File: config.mk
export PLATFORM = sky130hd
export DESIGN_NAME = pipe_stall_ctrl
export DESIGN_NICKNAME = d
export VERILOG_FILES = /design/src/rtl/pipe_stall_ctrl_pkg.sv /design/src/rtl/pipe_stall_ctrl_sat_counter.sv /design/src/rtl/pipe_stall_ctrl.sv
export SDC_FILE = /design/constraint.sdc
export NUM_CORES = 1
export LEC_CHECK = 0
export CORE_AREA = 2 2 39 41
export CTS_CLUSTER_SIZE = 12
export DETAILED_ROUTE_END_ITERATION = 7
export DIE_AREA = 0 0 41 43
export PLACE_DENSITY = 0.58
export SKIP_LAST_GASP = 1
export SLEW_MARGIN = 20
export SYNTH_ARGS = -nofsm -noshare
export SYNTH_HDL_FRONTEND = slang
export SYNTH_SLANG_ARGS = --single-unit
File: constraint.sdc
create_clock -name clk -period 1.2 [get_ports clk]
set_input_delay 0.24 -clock clk [delete_from_list [all_inputs] [get_ports clk]]
set_output_delay 0.24 -clock clk [all_outputs]
set_load 0.01 [all_outputs]
File: src/rtl/pipe_stall_ctrl_pkg.sv
// Shared definitions for the pipeline stall controller: FSM encoding,
// default counter width and enable/flush polarity constants.
package pipe_stall_ctrl_pkg;

  typedef enum logic [1:0] {
    ST_RUN      = 2'd0,
    ST_HAZ      = 2'd1,
    ST_MDU_WAIT = 2'd2
  } state_e;

  localparam int CNT_W_DEF = 2;

  // Write-enable polarity: RUN lets a register load, STOP holds it.
  localparam logic RUN  = 1'b1;
  localparam logic STOP = 1'b0;

  // Flush/bubble polarity.
  localparam logic INJ_ON  = 1'b1;
  localparam logic INJ_OFF = 1'b0;

endpackage

File: src/rtl/pipe_stall_ctrl_sat_counter.sv
// Width-parameterised saturating event counter with synchronous clear.
// Only built with PIPE_STALL_PERF_EN, the only configuration that uses it.
`ifdef PIPE_STALL_PERF_EN
module sat_counter #(
  parameter int W = 32
) (
  input  logic         clk,
  input  logic         rst,
  input  logic         i_inc,
  output logic [W-1:0] o_cnt
);

  logic [W-1:0] r_cnt;

  always_ff @(posedge clk) begin
    if (rst)                         r_cnt <= '0;
    else if (i_inc && (r_cnt != '1)) r_cnt <= r_cnt + 1'b1;
  end

  assign o_cnt = r_cnt;

endmodule
`endif

File: src/rtl/pipe_stall_ctrl.sv
// Pipeline freeze/flush controller: hazard countdown, MDU wait and redirects.
// Optional stall performance counters with PIPE_STALL_PERF_EN.
module pipe_stall_ctrl
  import pipe_stall_ctrl_pkg::*;
#(
  parameter int CNT_W = CNT_W_DEF
`ifdef PIPE_STALL_PERF_EN
  , parameter int PERF_W = 32
`endif
) (
  input  logic             clk,
  input  logic             rst,
  input  logic             stall_req,
  input  logic [CNT_W-1:0] stall_cycles,
  input  logic             branch_taken,
  input  logic             exc_req,
  input  logic             mdu_start,
  input  logic             mdu_done,
  output logic             pc_wena,
  output logic             if_id_wena,
  output logic             if_id_flush,
  output logic             id_exe_bubble,
  output logic             id_exe_wena,
  output logic             exe_mem_bubble,
  output logic             stall_active
`ifdef PIPE_STALL_PERF_EN
  , output logic [PERF_W-1:0] perf_stall_cnt
  , output logic [PERF_W-1:0] perf_mdu_cnt
`endif
);

  state_e           r_state, w_state_nxt;
  logic [CNT_W-1:0] r_cnt, w_cnt_nxt, w_haz_len;
  logic             r_exc_pend, w_pend_nxt;
  logic             w_exc, w_haz_frz, w_mdu_frz, w_br;

  // A request of N cycles spends its first cycle in RUN, the rest in HAZ.
  assign w_haz_len = (stall_cycles == '0) ? '0 : stall_cycles - 1'b1;

  always_comb begin
    w_state_nxt = r_state;
    w_cnt_nxt   = r_cnt;
    w_pend_nxt  = r_exc_pend;
    w_exc       = 1'b0;
    w_haz_frz   = 1'b0;
    w_mdu_frz   = 1'b0;
    w_br        = 1'b0;
    if (!rst) begin
      case (r_state)
        ST_RUN: begin
          if (exc_req || r_exc_pend) begin
            w_exc      = 1'b1;
            w_pend_nxt = 1'b0;
          end else if (mdu_start) begin
            w_mdu_frz   = 1'b1;
            w_state_nxt = ST_MDU_WAIT;
          end else if (stall_req) begin
            w_haz_frz = 1'b1;
            w_cnt_nxt = w_haz_len;
            if (w_haz_len != '0) w_state_nxt = ST_HAZ;
          end else if (branch_taken) begin
            w_br = 1'b1;
          end
        end
        ST_HAZ: begin
          if (exc_req) begin
            w_exc       = 1'b1;
            w_cnt_nxt   = '0;
            w_state_nxt = ST_RUN;
          end else begin
            w_haz_frz = 1'b1;
            if (r_cnt != '0) w_cnt_nxt = r_cnt - 1'b1;
            if (r_cnt <= CNT_W'(1)) w_state_nxt = ST_RUN;
          end
        end
        ST_MDU_WAIT: begin
          // Redirects are held until the MDU releases the pipe.
          w_mdu_frz = 1'b1;
          if (exc_req)  w_pend_nxt  = 1'b1;
          if (mdu_done) w_state_nxt = ST_RUN;
        end
        default: w_state_nxt = ST_RUN;
      endcase
    end
  end

  always_comb begin
    pc_wena        = RUN;
    if_id_wena     = RUN;
    id_exe_wena    = RUN;
    if_id_flush    = INJ_OFF;
    id_exe_bubble  = INJ_OFF;
    exe_mem_bubble = INJ_OFF;
    if (w_exc) begin
      if_id_flush   = INJ_ON;
      id_exe_bubble = INJ_ON;
    end
    if (w_br) if_id_flush = INJ_ON;
    if (w_haz_frz) begin
      pc_wena       = STOP;
      if_id_wena    = STOP;
      id_exe_bubble = INJ_ON;
    end
    if (w_mdu_frz) begin
      pc_wena        = STOP;
      if_id_wena     = STOP;
      id_exe_wena    = STOP;
      exe_mem_bubble = INJ_ON;
    end
    if (rst) begin
      pc_wena     = STOP;
      if_id_wena  = STOP;
      id_exe_wena = STOP;
    end
    stall_active = w_haz_frz | w_mdu_frz;
  end

  always_ff @(posedge clk) begin
    if (rst) begin
      r_state    <= ST_RUN;
      r_cnt      <= '0;
      r_exc_pend <= 1'b0;
    end else begin
      r_state    <= w_state_nxt;
      r_cnt      <= w_cnt_nxt;
      r_exc_pend <= w_pend_nxt;
    end
  end

`ifdef PIPE_STALL_PERF_EN
  sat_counter #(.W(PERF_W)) u_perf_stall (
    .clk   (clk),
    .rst   (rst),
    .i_inc (w_haz_frz),
    .o_cnt (perf_stall_cnt)
  );

  sat_counter #(.W(PERF_W)) u_perf_mdu (
    .clk   (clk),
    .rst   (rst),
    .i_inc (w_mdu_frz),
    .o_cnt (perf_mdu_cnt)
  );
`endif

endmodule

# Yosys cells after proc, flatten, opt, wreduce, memory -nomap -nowiden
# Index checks and enable logic that the tools add are counted.
# classes
n_bitwise,1
n_reduce_logical,10
n_lt_le_gt_ge,1
muxes,47
addsub,2
n_eq_ne,12
# op_table
op,n
$mux W1,28
$mux W2,13
$ne A2 B2 Y1 const B,6
$ne A3 B3 Y1 const B,4
$reduce_and A5 Y1,2
$pmux W1 S2,4
$reduce_bool A2 Y1,4
$pmux W2 S3,1
$logic_not A2 Y1,2
$pmux W2 S2,1
$sub A2 B1 Y2 const B,2
$reduce_and A3 Y1,1
$eq A2 B1 Y1 const B,1
$eq A2 B2 Y1 const B,1
$le A2 B1 Y1 const B,1
$logic_or A1 B1 Y1,1
$or A1 B1 Y1,1
# word_totals
in_bits,9
word_cells,76
ff_bits,5
out_inout_bits,7

# Longest topological paths before layout
# logic_depth
word_depth,8
depth_mapped,6
depth_no_buf,6

# Worst setup path after synthesis
# OpenSTA, ideal clock, no wires.
# synth_timing
path_type,register to output
from,register r_state[0]
to,output pc_wena
arrival_time_ns,1.153
setup_slack_ns,-0.193
required_time_ns,0.960
path_stages_with_launch,7
n_path_buf,2
cell_sequence,dfxtp_1 -> buf_4 -> inv_2 -> o21ai_1 -> a22oi_1 -> nor2b_1 -> buf_4
# synth_between
elab_chain_len,6
elab_cells_between_ends,10
classes_between,2 x eq/ne; 7 x mux; 1 x reduce/logical
# synth_rtl
element,line,rtl
"start, declared",pipe_stall_ctrl.sv:32,"state_e r_state, w_state_nxt;"
"start signal, assigned",pipe_stall_ctrl.sv:124,r_state <= w_state_nxt;
$eq A2 B1 Y1 / $logic_not A2 Y1 (equally long branches),pipe_stall_ctrl.sv:49,case (r_state)
$pmux W1 S2,pipe_stall_ctrl.sv:49,
$mux W1,pipe_stall_ctrl.sv:48,if (!rst) begin
$mux W1,--,
$mux W1 (*) (2 in series),--,
"end, declared",pipe_stall_ctrl.sv:19,"output logic pc_wena,"
# Mark *: on every way between the ends. The rest lies on a longest branch, timed or not.

# Worst setup path in the final report
# layout_timing
from,input stall_req
to,output if_id_wena
# layout_between
elab_chain_len,8
# layout_rtl
element,line,rtl
"start, declared",pipe_stall_ctrl.sv:13,"input logic stall_req,"
$mux W1,pipe_stall_ctrl.sv:57,end else if (stall_req) begin
$mux W1,pipe_stall_ctrl.sv:54,end else if (mdu_start) begin
$mux W1,pipe_stall_ctrl.sv:51,if (exc_req || r_exc_pend) begin
$pmux W1 S2,pipe_stall_ctrl.sv:49,
$mux W1,pipe_stall_ctrl.sv:48,
$mux W1,pipe_stall_ctrl.sv:99,if (w_haz_frz) begin
$mux W1,pipe_stall_ctrl.sv:104,if (w_mdu_frz) begin
$mux W1,pipe_stall_ctrl.sv:110,if (rst) begin
"end, declared",pipe_stall_ctrl.sv:20,"output logic if_id_wena,"
# Every way passes these cells.

==> summary.md <==
| Metric | Value |
|---|---|
| Status | complete, but fails checks |
| Failing checks | negative setup slack |
| Vias in the first global route | 494 |
| Cts hold-fix bufs | 0 |
| Fin cells | 102 |
| Clk network pwr share | 33.0% |
| Post-synthesis cell type count | 25 |
| Clock Skews | 1.39 ps |
| TritonCTS Buffers | 3 |
| Register area | 110 sq um |
| Final worst setup slack | -236 ps |
| Critical Path RT | 960 ps |
| Netlist Area Pre-Place | 405 sq um |
| Fillers | 133 |
| DR iter-0 viols | 3 |
| IO buf count | 15 |
| Post-Syn Nets | 64 |
| Post-route minimum period | 1440 ps |
| Mux share of post-synthesis cell area | 0% |
| Synth Area in Compound Gates | 27.2% |
| Detailed-router iteration count before antenna repair | 4 |
| Capture point of the worst reg-to-reg path | r_cnt[0] |
| Chip height | 43 um |
| Tcrit/Tclk final | 120% |
| Combinational share of power | 36.5% |
| Reg power frac | 30.4% |
| H-tree levels | 1 |
| # clock sinks | 5 |
| Fin area | 786 sq um |
| Starting density of the core | 29.3% |
| Worst hold stages | 2 |
| Worst-Skew Late Latency | 240 ps |
| Switching portion of total power | 30.0% |
| Final nets | 98 |
| Most frequent cells in the layout | buf_4, nor2_1, buf_2, buf_6, clkdlybuf4s50_1 |
| Layout overhead on the synthesized area | 93.8% |
| Placed inst area | 676 sq um |
| Post-Syn Instances | 53 |
| # setup viols final | 9 |
| Die ar. | 1760 sq um |
| Avg Synthesized Cell Area | 7.65 sq um |
| Largest net degree at the start of global routing | 6 |
| Multi-input logic area | 334 sq um |
| Max_cap viols | 0 |
| Longest Clk Path Bufs | 2 |
| Drt wl/cell | 12.6 um |
| Commonest non-fill, non-tap cell in the layout | buf_4 |
| Critical path peak fanout | 2 |
| Placed cell count | 96 |
| Diodes inserted | 0 |
| Via density | 5.06 |
| Hold WC Path Type | flip-flop to flip-flop |
| Share of layout cells above drive strength 1 | 61.6% |
| Dpl hpwl | 919 um |
| Sequential area share after synthesis | 24.7% |
| Rows | 14 |
| Gpl congestion | 0.789 |
| Worst R2R Start | r_exc_pend |
| TritonCTS clock tree | yes |
| Worst Hold Endpoint | r_cnt[1] |
| Worst reg-to-reg setup slack | -80 ps |
| Vias | 516 |
| Hold Fails Final Rpt | 0 |
| Tot Pwr | 0.000595 W |
| Slew @ Worst Pin | 227 ps |
| Largest family of logic cells by synthesized area | simple AND/OR/NAND/NOR gates |
| Core Box Area | 1380 sq um |
| Drt total wl | 1290 um |
| Die width | 41 um |
| Leak | 0.339 nW |
| Antenna violations before repair | 0 |
| Post-synthesis simple-gate area fraction | 29.0% |
| Critical Path End Type | output port |
| GRT overflow | 0 |
| Top Ports | 16 |
| Power density cells | 758 nW/um^2 |
| RSZ-0062 raised after global routing | yes |
| Max-slew violations | 0 |
| Max Clk Rate | 696 MHz |
| Reg2Reg Depth | 5 |
| Post-route ant nets | 0 |
| Startpoint Class | input port |
| Critical Path AT | 1200 ps |
| Internal power | 0.000417 W |
| DRC Markers | 0 |
| All-Layer GR Usage | 15.7% |
| Clk root buf | clkbuf_4 |
| Syn. warnings | 0 |
| FF+latch count, synth | 5 |
| Worst Hold Launch | r_cnt[1] |
| Max-slew headroom | 84.9% |
| WS Path Type | input port to output port |
| Adder-Cell Fraction of Synth Area | 6.17% |
| Pre-CTS WS | -873 ps |
| Global-route wire length before repair | 1970 um |
| Net Sw Power | 0.000179 W |
| Clock transition at path regs | 40 ps |
| Xor/xnor share of the synthesized area | 0% |
| VDD IR max | 0.264 mV |
## cell usage after synthesis
library cell / instances / area share, %
o21ai_1: 1 / 1.2
o21a_1: 1 / 1.9
buf_6: 1 / 2.8
nor3_1: 6 / 7.4
dfxtp_1: 5 / 25
clkbuf_1: 1 / 0.93
a41oi_1: 1 / 2.2
inv_2: 3 / 2.8
inv_1: 3 / 2.8
ha_1: 2 / 6.2
a31oi_1: 1 / 1.5
a21boi_0: 1 / 1.9
a21oi_1: 3 / 3.7
a211oi_1: 3 / 5.6
nor2_1: 9 / 8.3
nor4b_4: 1 / 5.9
nor4_1: 1 / 1.5
nand2_1: 1 / 0.93
a311oi_1: 2 / 4.3
nor2b_1: 1 / 1.5
nand2b_1: 1 / 1.5
o211ai_2: 1 / 3.1
buf_4: 2 / 3.7
nand3b_1: 1 / 1.9
a22oi_1: 1 / 1.9
## power by group through the flow
stage	combinational [W]	sequential (W)	clock, W
after global placement	0.000196	0.000185	0
after CTS	0.000206	0.000183	0.000206
final	0.000218	0.000181	0.000197
after detailed placement	0.000197	0.000184	0
after floorplan	0.0000927	0.000184	0
after global routing	0.000235	0.000181	0.000226
## flip-flops by register name, indices dropped and copies added (netlist names)
signal,count
r_cnt,2
r_state,2
r_exc_pend,1
## worst max path at each step
stage | from | end | slack [ps] | cells after the start
after floorplan | r_state[0] | pc_wena | -70 | 6
after global placement | stall_req | if_id_wena | -830 | 6
after detailed placement | stall_req | if_id_wena | -870 | 6
after CTS | r_state[0] | id_exe_bubble | -260 | 4
after global routing | r_state[0] | if_id_wena | -300 | 5
final | stall_req | if_id_wena | -240 | 6
## area by class of cell
cell class	count	share of cell area, %
clock buffers	4	3.34
repair buffers	33	34.4
inverters	6	3.18
multi-input cells	38	42.5
well taps	16	2.55
flip-flops and latches	5	14.0
## cells by family (layout without fill, tap and decap cells)
kind of cell | Yosys count | after routing
AOI/OAI and AO/OA | 15 | 15
and+or+nand+nor | 21 | 21
adders and majority gates | 2 | 2
buffers and inverters | 10 | 43
DFF | 5 | 5
## metal layers
layer	global-route usage [%]	routed length (um)	part of all wire, %
met1	20.7	571	44
met2	25.0	688	53
met3	0	30	2.3
met4	8.00	0	0
met5	0	0	0
## critical path: stages
cell,delay [ps]
dlygate4sd2_1,260
nor2_2,140
o21ai_2,70
a22oi_2,170
nor2b_4,200
buf_6,110
## metrics by stage
stage / setup TNS, ps / hold WS [ps] / util [%]
after detailed placement: -7020 / 483 / 48.8
final: -1310 / 508 / 56.8
after global routing: -1930 / 529 / 56.8
after floorplan: -71.7 / 446 / -
after CTS: -1670 / 497 / 54.2
after global placement: -6860 / 474 / 48.8
## repair_timing
item | in CTS | in global routing
gates cloned | 0 | 0
hold endpoints to repair | 0 | 0
pin swaps | 9 | 7
buffers inserted | 2 | 0
endpoints found under the setup margin | 10 | 10
gates resized for setup | 47 | 14
No activity file was read; power rests on OpenSTA's default activity.
